==> config.mk <==
export PLATFORM = sky130hd
export DESIGN_NAME = systolic_feeder_flat
export DESIGN_NICKNAME = d
export VERILOG_FILES = /design/src/rtl/systolic_feeder_if.sv /design/src/rtl/systolic_feeder.sv /design/src/flat_wrapper.sv
export SDC_FILE = /design/constraint.sdc
export NUM_CORES = 1
export LEC_CHECK = 0
export BUFFER_PORTS_ARGS = -buffer_cell sky130_fd_sc_hd__buf_2
export CORE_AREA = 3 3 452 454
export CTS_CLUSTER_DIAMETER = 120
export DETAILED_ROUTE_END_ITERATION = 8
export DIE_AREA = 0 0 455 457
export GPL_TIMING_DRIVEN = 0
export PLACE_DENSITY_LB_ADDON = 0.1
export SLEW_MARGIN = 20
export SYNTH_ARGS = -nofsm -noshare
export SYNTH_HDL_FRONTEND = slang
export SYNTH_SLANG_ARGS = --single-unit
==> constraint.sdc <==
create_clock -name clk -period 4 [get_ports clk]
set_clock_uncertainty 0.15 [all_clocks]
set_input_delay 0.4 -clock clk [delete_from_list [all_inputs] [get_ports clk]]
set_output_delay 0.4 -clock clk [all_outputs]
set_load 0.1 [all_outputs]
==> src/rtl/systolic_feeder_if.sv <==
// Operand/control bundle between the staging buffers, the systolic feeder and the array edges.
interface systolic_feeder_if #(
   parameter int M          = 5,
   parameter int N          = 3,
   parameter int K          = 4,
   parameter int DATA_WIDTH = 32
);
   logic                         start;
   logic [DATA_WIDTH*M*N-1:0]    X_mat;
   logic [DATA_WIDTH*N*K-1:0]    W_mat;
   logic [DATA_WIDTH*M-1:0]      X;
   logic [DATA_WIDTH*K-1:0]      W;
   logic                         clr_n;
   logic                         valid;
   logic                         busy;
   logic                         done;

   modport master (
      output start, X_mat, W_mat,
      input  X, W, clr_n, valid, busy, done
   );

   modport slave (
      input  start, X_mat, W_mat,
      output X, W, clr_n, valid, busy, done
   );
endinterface

==> src/rtl/systolic_feeder.sv <==
// Streams skewed, zero-padded operand vectors into an MxK output-stationary array.
// Define SYSTOLIC_FEEDER_LATCH_EN to capture X_mat/W_mat at the accept edge.
//
// state   | meaning
// S_IDLE  | waiting for start, all outputs quiet
// S_CLEAR | one cycle of clr_n=0 to reset the array accumulators
// S_FEED  | T=M+N+K-2 skewed vectors, t_q is the current step
// S_DRAIN | DRAIN_CYCLES cycles letting the array pipeline settle
// S_DONE  | one-cycle done pulse
module systolic_feeder #(
   parameter int M            = 5,
   parameter int N            = 3,
   parameter int K            = 4,
   parameter int DATA_WIDTH   = 32,
   parameter int DRAIN_CYCLES = 2
) (
   input  logic                 clk,
   input  logic                 rst_n,
   systolic_feeder_if.slave     bus
);
   localparam int T  = M + N + K - 2;
   localparam int XW = DATA_WIDTH * M;
   localparam int WW = DATA_WIDTH * K;
   localparam int XM = DATA_WIDTH * M * N;
   localparam int WM = DATA_WIDTH * N * K;

   typedef enum logic [2:0] {S_IDLE, S_CLEAR, S_FEED, S_DRAIN, S_DONE} state_e;

   state_e          state_q, state_d;
   logic [31:0]     t_q, t_d;
   logic [31:0]     drain_q, drain_d;
   logic [XW-1:0]   x_q, x_d;
   logic [WW-1:0]   w_q, w_d;
   logic            clr_n_q, clr_n_d;
   logic            valid_q, valid_d;
   logic            busy_q, busy_d;
   logic            done_q, done_d;

   logic [XM-1:0]   xsrc;
   logic [WM-1:0]   wsrc;
   logic [31:0]     t_next;
   logic [XW-1:0]   x_vec;
   logic [WW-1:0]   w_vec;

`ifdef SYSTOLIC_FEEDER_LATCH_EN
   logic [XM-1:0]   xm_q, xm_d;
   logic [WM-1:0]   wm_q, wm_d;

   always_comb begin
      xm_d = xm_q;
      wm_d = wm_q;
      if (state_q == S_IDLE && bus.start) begin
         xm_d = bus.X_mat;
         wm_d = bus.W_mat;
      end
   end

   assign xsrc = xm_q;
   assign wsrc = wm_q;
`else
   assign xsrc = bus.X_mat;
   assign wsrc = bus.W_mat;
`endif

   // Vector for the step about to be presented: element (i,k) lands on lane i at t=i+k.
   assign t_next = (state_q == S_FEED) ? t_q + 32'd1 : 32'd0;

   always_comb begin
      x_vec = '0;
      w_vec = '0;
      for (int i = 0; i < M; i++)
         for (int k = 0; k < N; k++)
            if (t_next == 32'(i + k))
               x_vec[DATA_WIDTH*i +: DATA_WIDTH] = xsrc[DATA_WIDTH*(i*N+k) +: DATA_WIDTH];
      for (int j = 0; j < K; j++)
         for (int k = 0; k < N; k++)
            if (t_next == 32'(j + k))
               w_vec[DATA_WIDTH*j +: DATA_WIDTH] = wsrc[DATA_WIDTH*(k*K+j) +: DATA_WIDTH];
   end

   // Next-state and next-output values; every output is a flop holding the next cycle's value.
   always_comb begin
      state_d = state_q;
      t_d     = t_q;
      drain_d = drain_q;
      x_d     = '0;
      w_d     = '0;
      clr_n_d = 1'b1;
      valid_d = 1'b0;
      busy_d  = 1'b1;
      done_d  = 1'b0;
      case (state_q)
         S_IDLE: begin
            busy_d = 1'b0;
            if (bus.start) begin
               state_d = S_CLEAR;
               clr_n_d = 1'b0;
               busy_d  = 1'b1;
            end
         end
         S_CLEAR: begin
            state_d = S_FEED;
            t_d     = 32'd0;
            x_d     = x_vec;
            w_d     = w_vec;
            valid_d = 1'b1;
         end
         S_FEED: begin
            if (t_q == 32'(T - 1)) begin
               t_d = 32'd0;
               if (DRAIN_CYCLES == 0) begin
                  state_d = S_DONE;
                  done_d  = 1'b1;
               end else begin
                  state_d = S_DRAIN;
                  drain_d = 32'(DRAIN_CYCLES - 1);
               end
            end else begin
               t_d     = t_next;
               x_d     = x_vec;
               w_d     = w_vec;
               valid_d = 1'b1;
            end
         end
         S_DRAIN: begin
            if (drain_q == 32'd0) begin
               state_d = S_DONE;
               done_d  = 1'b1;
            end else begin
               drain_d = drain_q - 32'd1;
            end
         end
         S_DONE: begin
            state_d = S_IDLE;
            busy_d  = 1'b0;
         end
         default: begin
            state_d = S_IDLE;
            busy_d  = 1'b0;
         end
      endcase
   end

   always_ff @(posedge clk or negedge rst_n) begin
      if (!rst_n) begin
         state_q <= S_IDLE;
         t_q     <= '0;
         drain_q <= '0;
         x_q     <= '0;
         w_q     <= '0;
         clr_n_q <= 1'b1;
         valid_q <= 1'b0;
         busy_q  <= 1'b0;
         done_q  <= 1'b0;
`ifdef SYSTOLIC_FEEDER_LATCH_EN
         xm_q    <= '0;
         wm_q    <= '0;
`endif
      end else begin
         state_q <= state_d;
         t_q     <= t_d;
         drain_q <= drain_d;
         x_q     <= x_d;
         w_q     <= w_d;
         clr_n_q <= clr_n_d;
         valid_q <= valid_d;
         busy_q  <= busy_d;
         done_q  <= done_d;
`ifdef SYSTOLIC_FEEDER_LATCH_EN
         xm_q    <= xm_d;
         wm_q    <= wm_d;
`endif
      end
   end

   assign bus.X     = x_q;
   assign bus.W     = w_q;
   assign bus.clr_n = clr_n_q;
   assign bus.valid = valid_q;
   assign bus.busy  = busy_q;
   assign bus.done  = done_q;
endmodule
==> src/flat_wrapper.sv <==
// flat-port wrapper written by rule: the top's interface ports become plain ports
module systolic_feeder_flat 
#(
   parameter int M            = 5,
   parameter int N            = 3,
   parameter int K            = 4,
   parameter int DATA_WIDTH   = 32,
   parameter int DRAIN_CYCLES = 2
)
  (clk, rst_n, bus_start, bus_X_mat, bus_W_mat, bus_X, bus_W, bus_clr_n, bus_valid, bus_busy, bus_done);
  systolic_feeder_if #(.M(M), .N(N), .K(K), .DATA_WIDTH(DATA_WIDTH)) bus_i ();
  input  logic clk;
  input  logic rst_n;
  input wire logic [$bits(bus_i.start)-1:0] bus_start;
  input wire logic [$bits(bus_i.X_mat)-1:0] bus_X_mat;
  input wire logic [$bits(bus_i.W_mat)-1:0] bus_W_mat;
  output wire logic [$bits(bus_i.X)-1:0] bus_X;
  output wire logic [$bits(bus_i.W)-1:0] bus_W;
  output wire logic [$bits(bus_i.clr_n)-1:0] bus_clr_n;
  output wire logic [$bits(bus_i.valid)-1:0] bus_valid;
  output wire logic [$bits(bus_i.busy)-1:0] bus_busy;
  output wire logic [$bits(bus_i.done)-1:0] bus_done;
  assign bus_i.start = bus_start;
  assign bus_i.X_mat = bus_X_mat;
  assign bus_i.W_mat = bus_W_mat;
  assign bus_X = bus_i.X;
  assign bus_W = bus_i.W;
  assign bus_clr_n = bus_i.clr_n;
  assign bus_valid = bus_i.valid;
  assign bus_busy = bus_i.busy;
  assign bus_done = bus_i.done;
  systolic_feeder #(.M(M), .N(N), .K(K), .DATA_WIDTH(DATA_WIDTH), .DRAIN_CYCLES(DRAIN_CYCLES)) u_core (.clk(clk), .rst_n(rst_n), .bus(bus_i));
endmodule
Yosys cells after proc, flatten, opt, wreduce, memory -nomap -nowiden
Index checks and enable logic that the tools add are counted.
{"block": "totals", "regBits": 359, "input_bits": 867, "output_inout_bits": 292, "elab_cells": 82}
{"block": "classes", "addsub": 2, "n_eq_ne": 14, "n_mux": 49, "reduce_logical": 8}
{"cell": "32-bit 2-to-1 mux", "n": 31}
{"cell": "160-bit case mux with 2 select lines", "n": 1}
{"cell": "128-bit case mux with 2 select lines", "n": 1}
{"cell": "160-bit 2-to-1 mux", "n": 1}
{"cell": "128-bit 2-to-1 mux", "n": 1}
{"cell": "32-bit case mux with 2 select lines", "n": 2}
{"cell": "32-bit by 3-bit == test with 1-bit output (second input constant)", "n": 3}
{"cell": "32-bit by 2-bit == test with 1-bit output (second input constant)", "n": 2}
{"cell": "32-bit zero test", "n": 2}
{"cell": "32-bit by 1-bit adder with 32-bit output (second input constant)", "n": 1}
{"cell": "32-bit by 1-bit == test with 1-bit output (second input constant)", "n": 1}
{"cell": "32-bit by 4-bit == test with 1-bit output (second input constant)", "n": 1}
{"cell": "32-bit by 1-bit subtractor with 32-bit output (second input constant)", "n": 1}
{"cell": "3-bit case mux with 4 select lines", "n": 1}
{"cell": "3-bit 2-to-1 mux", "n": 3}
{"cell": "3-bit by 2-bit == test with 1-bit output (second input constant)", "n": 2}
{"cell": "1-bit 2-to-1 mux", "n": 6}
{"cell": "2-bit != test (second input constant)", "n": 3}
{"cell": "3-bit AND reduction", "n": 2}
{"cell": "1-bit case mux with 2 select lines", "n": 2}
{"cell": "2-bit nonzero test", "n": 2}
{"cell": "3-bit by 1-bit == test with 1-bit output (second input constant)", "n": 1}
{"cell": "3-bit zero test", "n": 1}
{"cell": "3-bit OR reduction", "n": 1}
{"cell": "2-bit by 1-bit != test with 1-bit output (second input constant)", "n": 1}

Depth between registers and ports, before layout
{"block": "depth", "ltp_word": 8, "ltp_mapped": 12, "ltp_nobuf": 8}

Least setup slack after synthesis
OpenSTA, ideal clock, no wires.
{"block": "synth_timing", "kind": "reg-to-reg", "startpoint": "register u_core.t_q[1]", "endpoint": "register u_core.w_q[10] (netlist: u_core.bus.W[10])", "setup_ns": 0.123, "arrival_ns": 2.857, "required_ns": 3.727, "setup_slack_ns": 0.870, "stages_incl_launch_ff": 11, "path_buffers": 2, "period_less_slack_ns": 3.130, "cell_sequence": "dfrtp_1 ha_1 nand4_1 or4_1 or4_1 a22oi_1 nand4_1 or3b_1 buf_4 buf_6 o221a_1"}
{"block": "synth_via", "elab_chain_len": 8, "elab_cells_between_ends": 11, "classes_between": "1 x add/sub; 3 x eq/ne; 6 x mux; 1 x reduce/logical"}
{"item": "start, declared", "line": "systolic_feeder.sv:30", "rtl": "logic [31:0] t_q, t_d;"}
{"item": "start signal, assigned", "line": "systolic_feeder.sv:161", "rtl": "t_q <= t_d;"}
{"item": "32-bit by 1-bit adder with 32-bit output", "line": "systolic_feeder.sv:66", "rtl": "assign t_next = (state_q == S_FEED) ? t_q + 32'd1 : 32'd0;"}
{"item": "32-bit 2-to-1 mux", "line": "systolic_feeder.sv:66"}
{"item": "32-bit zero test", "line": "systolic_feeder.sv:77", "rtl": "if (t_next == 32'(j + k))"}
{"item": "32-bit 2-to-1 mux (3 in a row)", "line": "systolic_feeder.sv:77"}
{"item": "128-bit 2-to-1 mux", "line": "systolic_feeder.sv:109", "rtl": "if (t_q == 32'(T - 1)) begin"}
{"item": "128-bit case mux with 2 select lines *", "line": "systolic_feeder.sv:92", "rtl": "case (state_q)"}
{"item": "named net u_core.w_d[10]", "line": "systolic_feeder.sv:33", "rtl": "logic [WW-1:0] w_q, w_d;"}
{"item": "end signal, assigned", "line": "systolic_feeder.sv:164", "rtl": "w_q <= w_d;"}
{"item": "end, declared", "line": "systolic_feeder.sv:33"}
Mark *: on every way through the listed nets, which the timed path passes. The rest lies on a longest branch.
A chain may end at the register's enable or synchronous reset.

Final worst setup path
{"block": "layout_timing", "startpoint": "register u_core.state_q[0]", "endpoint": "register u_core.x_q[97] (netlist: u_core.bus.X[97])"}
{"block": "layout_via", "elab_chain_len": 8, "elab_cells_between_ends": 11, "classes_between": "5 x eq/ne; 6 x mux"}
{"item": "start, declared", "line": "systolic_feeder.sv:29", "rtl": "state_e state_q, state_d;"}
{"item": "start signal, assigned", "line": "systolic_feeder.sv:160", "rtl": "state_q <= state_d;"}
{"item": "3-bit by 2-bit == test with 1-bit output", "line": "systolic_feeder.sv:66, systolic_feeder.sv:92"}
{"item": "32-bit 2-to-1 mux", "line": "systolic_feeder.sv:66"}
{"item": "32-bit by 2-bit == test with 1-bit output", "line": "systolic_feeder.sv:73", "rtl": "if (t_next == 32'(i + k))"}
{"item": "32-bit 2-to-1 mux (3 in a row)", "line": "systolic_feeder.sv:73"}
{"item": "160-bit 2-to-1 mux", "line": "systolic_feeder.sv:109"}
{"item": "160-bit case mux with 2 select lines *", "line": "systolic_feeder.sv:92"}
{"item": "named net u_core.x_d[97]", "line": "systolic_feeder.sv:32", "rtl": "logic [XW-1:0] x_q, x_d;"}
{"item": "end signal, assigned", "line": "systolic_feeder.sv:149", "rtl": "x_q <= '0;"}
{"item": "end signal, assigned", "line": "systolic_feeder.sv:163", "rtl": "x_q <= x_d;"}
{"item": "end, declared", "line": "systolic_feeder.sv:32"}
Marked as above.

==> summary.md <==
| Metric | Value |
|---|---|
| Final wirelength | `162,000 µm` |
| Yosys reg bits | `359` |
| Hold worst-path end | `u_core.bus.X[108]` |
| Vias per cell | `3.77` |
| Most used DFF post-synth | `dfrtp_1` |
| Slew headroom | `24.2%` |
| Core area | `200,000 µm²` |
| RSZ-0062 raised after global routing | `yes` |
| Reg2reg path depth | `10` |
| Worst reg2reg path startpoint | `u_core.state_q[0]` |
| Final slew viol count | `0` |
| Hold Path Depth | `3` |
| Nets | `4,736` |
| Mapped Cells | `1,915` |
| Count of different cell masters after synthesis | `59` |
| Min Tclk post-route | `3.87 ns` |
| Failing checks | `DRC` |
| Setup violations, final | `0` |
| Std-Cell Rows | `164` |
| DP HPWL | `130,000 µm` |
| Clock Sinks | `359` |
| CTS Root Buffer Type | `clkbuf_16` |
| Synth warn | `0` |
| Number of max-cap violations | `0` |
| IO Pins | `1,159` |
| Pin count of the biggest net entering global routing | `81` |
| Fillcell total | `22,600` |
| # H-tree levels | `2` |
| Syn-to-layout area delta | `103%` |
| Layout Cells excl Fill | `6,586` |
| DIE WIDTH | `455 µm` |
| Setup WS pre-CTS | `-1.29 ns` |
| Initial core utilization | `9.14%` |
| Syn_nets | `2,785` |
| Commonest non-fill, non-tap cell in the layout | `buf_2` |
| Clock Path Buffers | `3` |
| PnR worst setup slack | `0.126 ns` |
| Worst skew pair latency | `0.68 ns` |
| IO Port Bufs | `1,158` |
| Cell taking the most area after synthesis | `dfrtp_1` |
| Yosys top cell area share | `49.0%` |
| CP Class | `reg -> reg` |
| Worst path arrival time | `4.23 ns` |
| Iter 0 DRT Violations | `2,057` |
| Total vias in the final route | `24,800` |
| Status | `complete, but fails checks` |
| Die height | `457 µm` |
| Worst VDD drop | `484 µV` |
| Initial antenna violation count | `55` |
| Critical path fanouts, max | `10` |
| Reg2Reg Setup Slack | `0.13 ns` |
| Worst Setup End Kind | `register` |
| Area contributors post-synth | `dfrtp_1, a222oi_1, a22oi_1` |
| Antenna viol nets, final | `0` |
| Routed wire per std cell | `24.6 µm` |
| Global-route wire length before repair | `218,000 µm` |
| Switching pwr | `18.0 mW` |
| Placed cells | `5,741` |
| Pwr per Cell Area | `824 nW/µm²` |
| Post-Route Setup TNS | `0 ns` |
| Hold Startpoint | `bus_X_mat[332]` |
| Clk slew on worst S/H paths | `0.06 ns` |
| TritonCTS clock tree | `done` |
| Reg-to-reg critical path endpoint | `u_core.bus.X[97]` |
| Register area share after synthesis | `49.1%` |
| Most frequent cells in the layout | `buf_2, dlygate4sd3_1, dfrtp_1, nor2_1, nand2_1` |
| DRT Pass-1 Iters | `9` |
| Hold Crit Class | `in -> reg` |
| Final Hold Vio Count | `0` |
| Vias in the first global route | `26,500` |
| Tightest Pin Transition | `1.13 ns` |
| Die ar. | `208,000 µm²` |
| Gr ovfl total | `0` |
| Fmax | `0.258 GHz` |
| Sw frac | `58.7%` |
| Combinational power share | `66.3%` |
| Syn Area/Cell | `9.55 µm²` |
| Share of layout cells above drive strength 1 | `36.1%` |
| Post-synthesis cell area | `18,300 µm²` |
| Tcrit/Tclk final | `96.9%` |
| GRT Total Usage | `14.8%` |
| Startpoint types | `register` |
| Synth async-reset ratio | `100%` |
| CP required | `4.36 ns` |
| DRC errors left | `14` |
| LEAKAGE | `17.4 nW` |
| TritonCTS Buffers | `57` |
| Int Pwr | `12.7 mW` |
| EDFF count, synth | `0` |
| Clk pwr share | `16.7%` |
| Sequential power share | `17.1%` |
| Worst Setup SP | `u_core.state_q[0]` |
| Placer congestion estimate | `0.847` |
==> how the worst max path moves through the flow <==
| stage | end | slack (ns) | cells past startpoint |
|---|---|---|---|
| floorplan | u_core.bus.W[10] | 0.87 | 10 |
| global placement | u_core.drain_q[15] | -6.72 | 1 |
| detailed placement | u_core.bus.X[71] | -1.29 | 10 |
| CTS | u_core.bus.X[20] | 0.007 | 12 |
| global route | u_core.bus.X[97] | 0.0002 | 10 |
| finish | u_core.bus.X[97] | 0.13 | 10 |
==> area by class of cell <==
type	instances	area, µm²	area share [%]
clock inverters	21	209	0.561
diodes	18	45.0	0.121
well taps	2656	3320	8.93
flip-flops and latches	359	8990	24.2
inverters	11	41.3	0.111
multi-input cells	1331	8610	23.1
clock buffers	84	1640	4.40
repair buffers	1902	13400	35.9
plain buffers	204	990	2.66
==> Yosys cell counts, drive strengths merged, types with 4 or more instances <==
cell type and instances:
a21oi 61, a222oi 162, a22o 34, a22oi 128, a311oi 4, a31oi 9
and2 72, and3 9, and4 10, buf 43, clkbuf 171, dfrtp 358
inv 11, nand2 193, nand2b 4, nand3 27, nand4 37, nand4b 4
nor2 250, nor3 85, nor4 19, o21ai 49, o221a 64, o31ai 14
o41ai 4, or2 4, or3 9, or4 13, xnor2 6, xor2 23
==> flip-flops by register name (all words and copies together), names as in the netlist <==
| register | count |
|---|---|
| u_core.bus.X | 160 |
| u_core.bus.W | 128 |
| u_core.drain_q | 32 |
| u_core.t_q | 32 |
| u_core.state_q | 3 |
| u_core.bus.busy | 1 |
| u_core.bus.clr_n | 1 |
| u_core.bus.done | 1 |
| u_core.bus.valid | 1 |
==> through the flow <==
stage | utilization (%) | hold slack [ns] | power [mW] | cell area (µm²)
2_1_floorplan | - | -0.0456 | 18.1 | 18300
3_3_place_gp | 13.7 | 0.373 | 25.2 | 27400
3_5_place_dp | 13.9 | 0.108 | 25.2 | 27700
4_1_cts | 18.5 | 0.000486 | 31.4 | 37000
5_1_grt | 18.6 | 0.00448 | 32.5 | 37200
6_report | 18.6 | 0.0277 | 30.7 | 37200
==> timing repair <==
action,CTS,global route
endpoints found under the hold margin,447,1
hold buffers,717,1
pin swaps,6,8
buffers inserted,4,10
resized for setup,80,52
setup endpoints to repair,293,208
==> metal layers <==
layer	global-route usage, %	vias to the layer above	routed length [µm]
met3	3.08	199	10200
li1	-	11300	-
met1	17.9	12200	66700
met2	26.3	1091	80500
met4	3.93	22	4460
met5	0	-	144
==> worst max-delay path, cell delays in order (launching register included) <==
cell and delay, ns:
dfrtp_1 0.36, clkbuf_1 0.23, or3b_2 0.67, a211oi_1 0.22
o21a_1 0.23, nor4_2 0.08, and2_1 0.18, clkbuf_2 0.36
clkbuf_1 0.44, a222oi_1 0.69, nor2_1 0.11
==> power groups by stage <==
stage	combinational (mW)	clock, mW	sequential (mW)
final	20.3	5.11	5.24
after global placement	19.8	0	5.31
after CTS	20.8	5.40	5.24
after floorplan	6.25	0	11.8
after detailed placement	19.9	0	5.29
after global routing	21.6	5.51	5.35
==> cell families after synthesis <==
| family | after synthesis | synth area share [%] |
|---|---|---|
| DFF | 359 | 49.1 |
| and+or+nand+nor | 748 | 19.3 |
| muxes | 1 | 0.0547 |
| xor gates and xnor gates | 29 | 1.39 |
| adders and majority gates | 3 | 0.205 |
| AOI/OAI and AO/OA | 550 | 24.9 |
| buffers and inverters | 225 | 5.07 |
No activity file was read; power rests on OpenSTA's default activity.
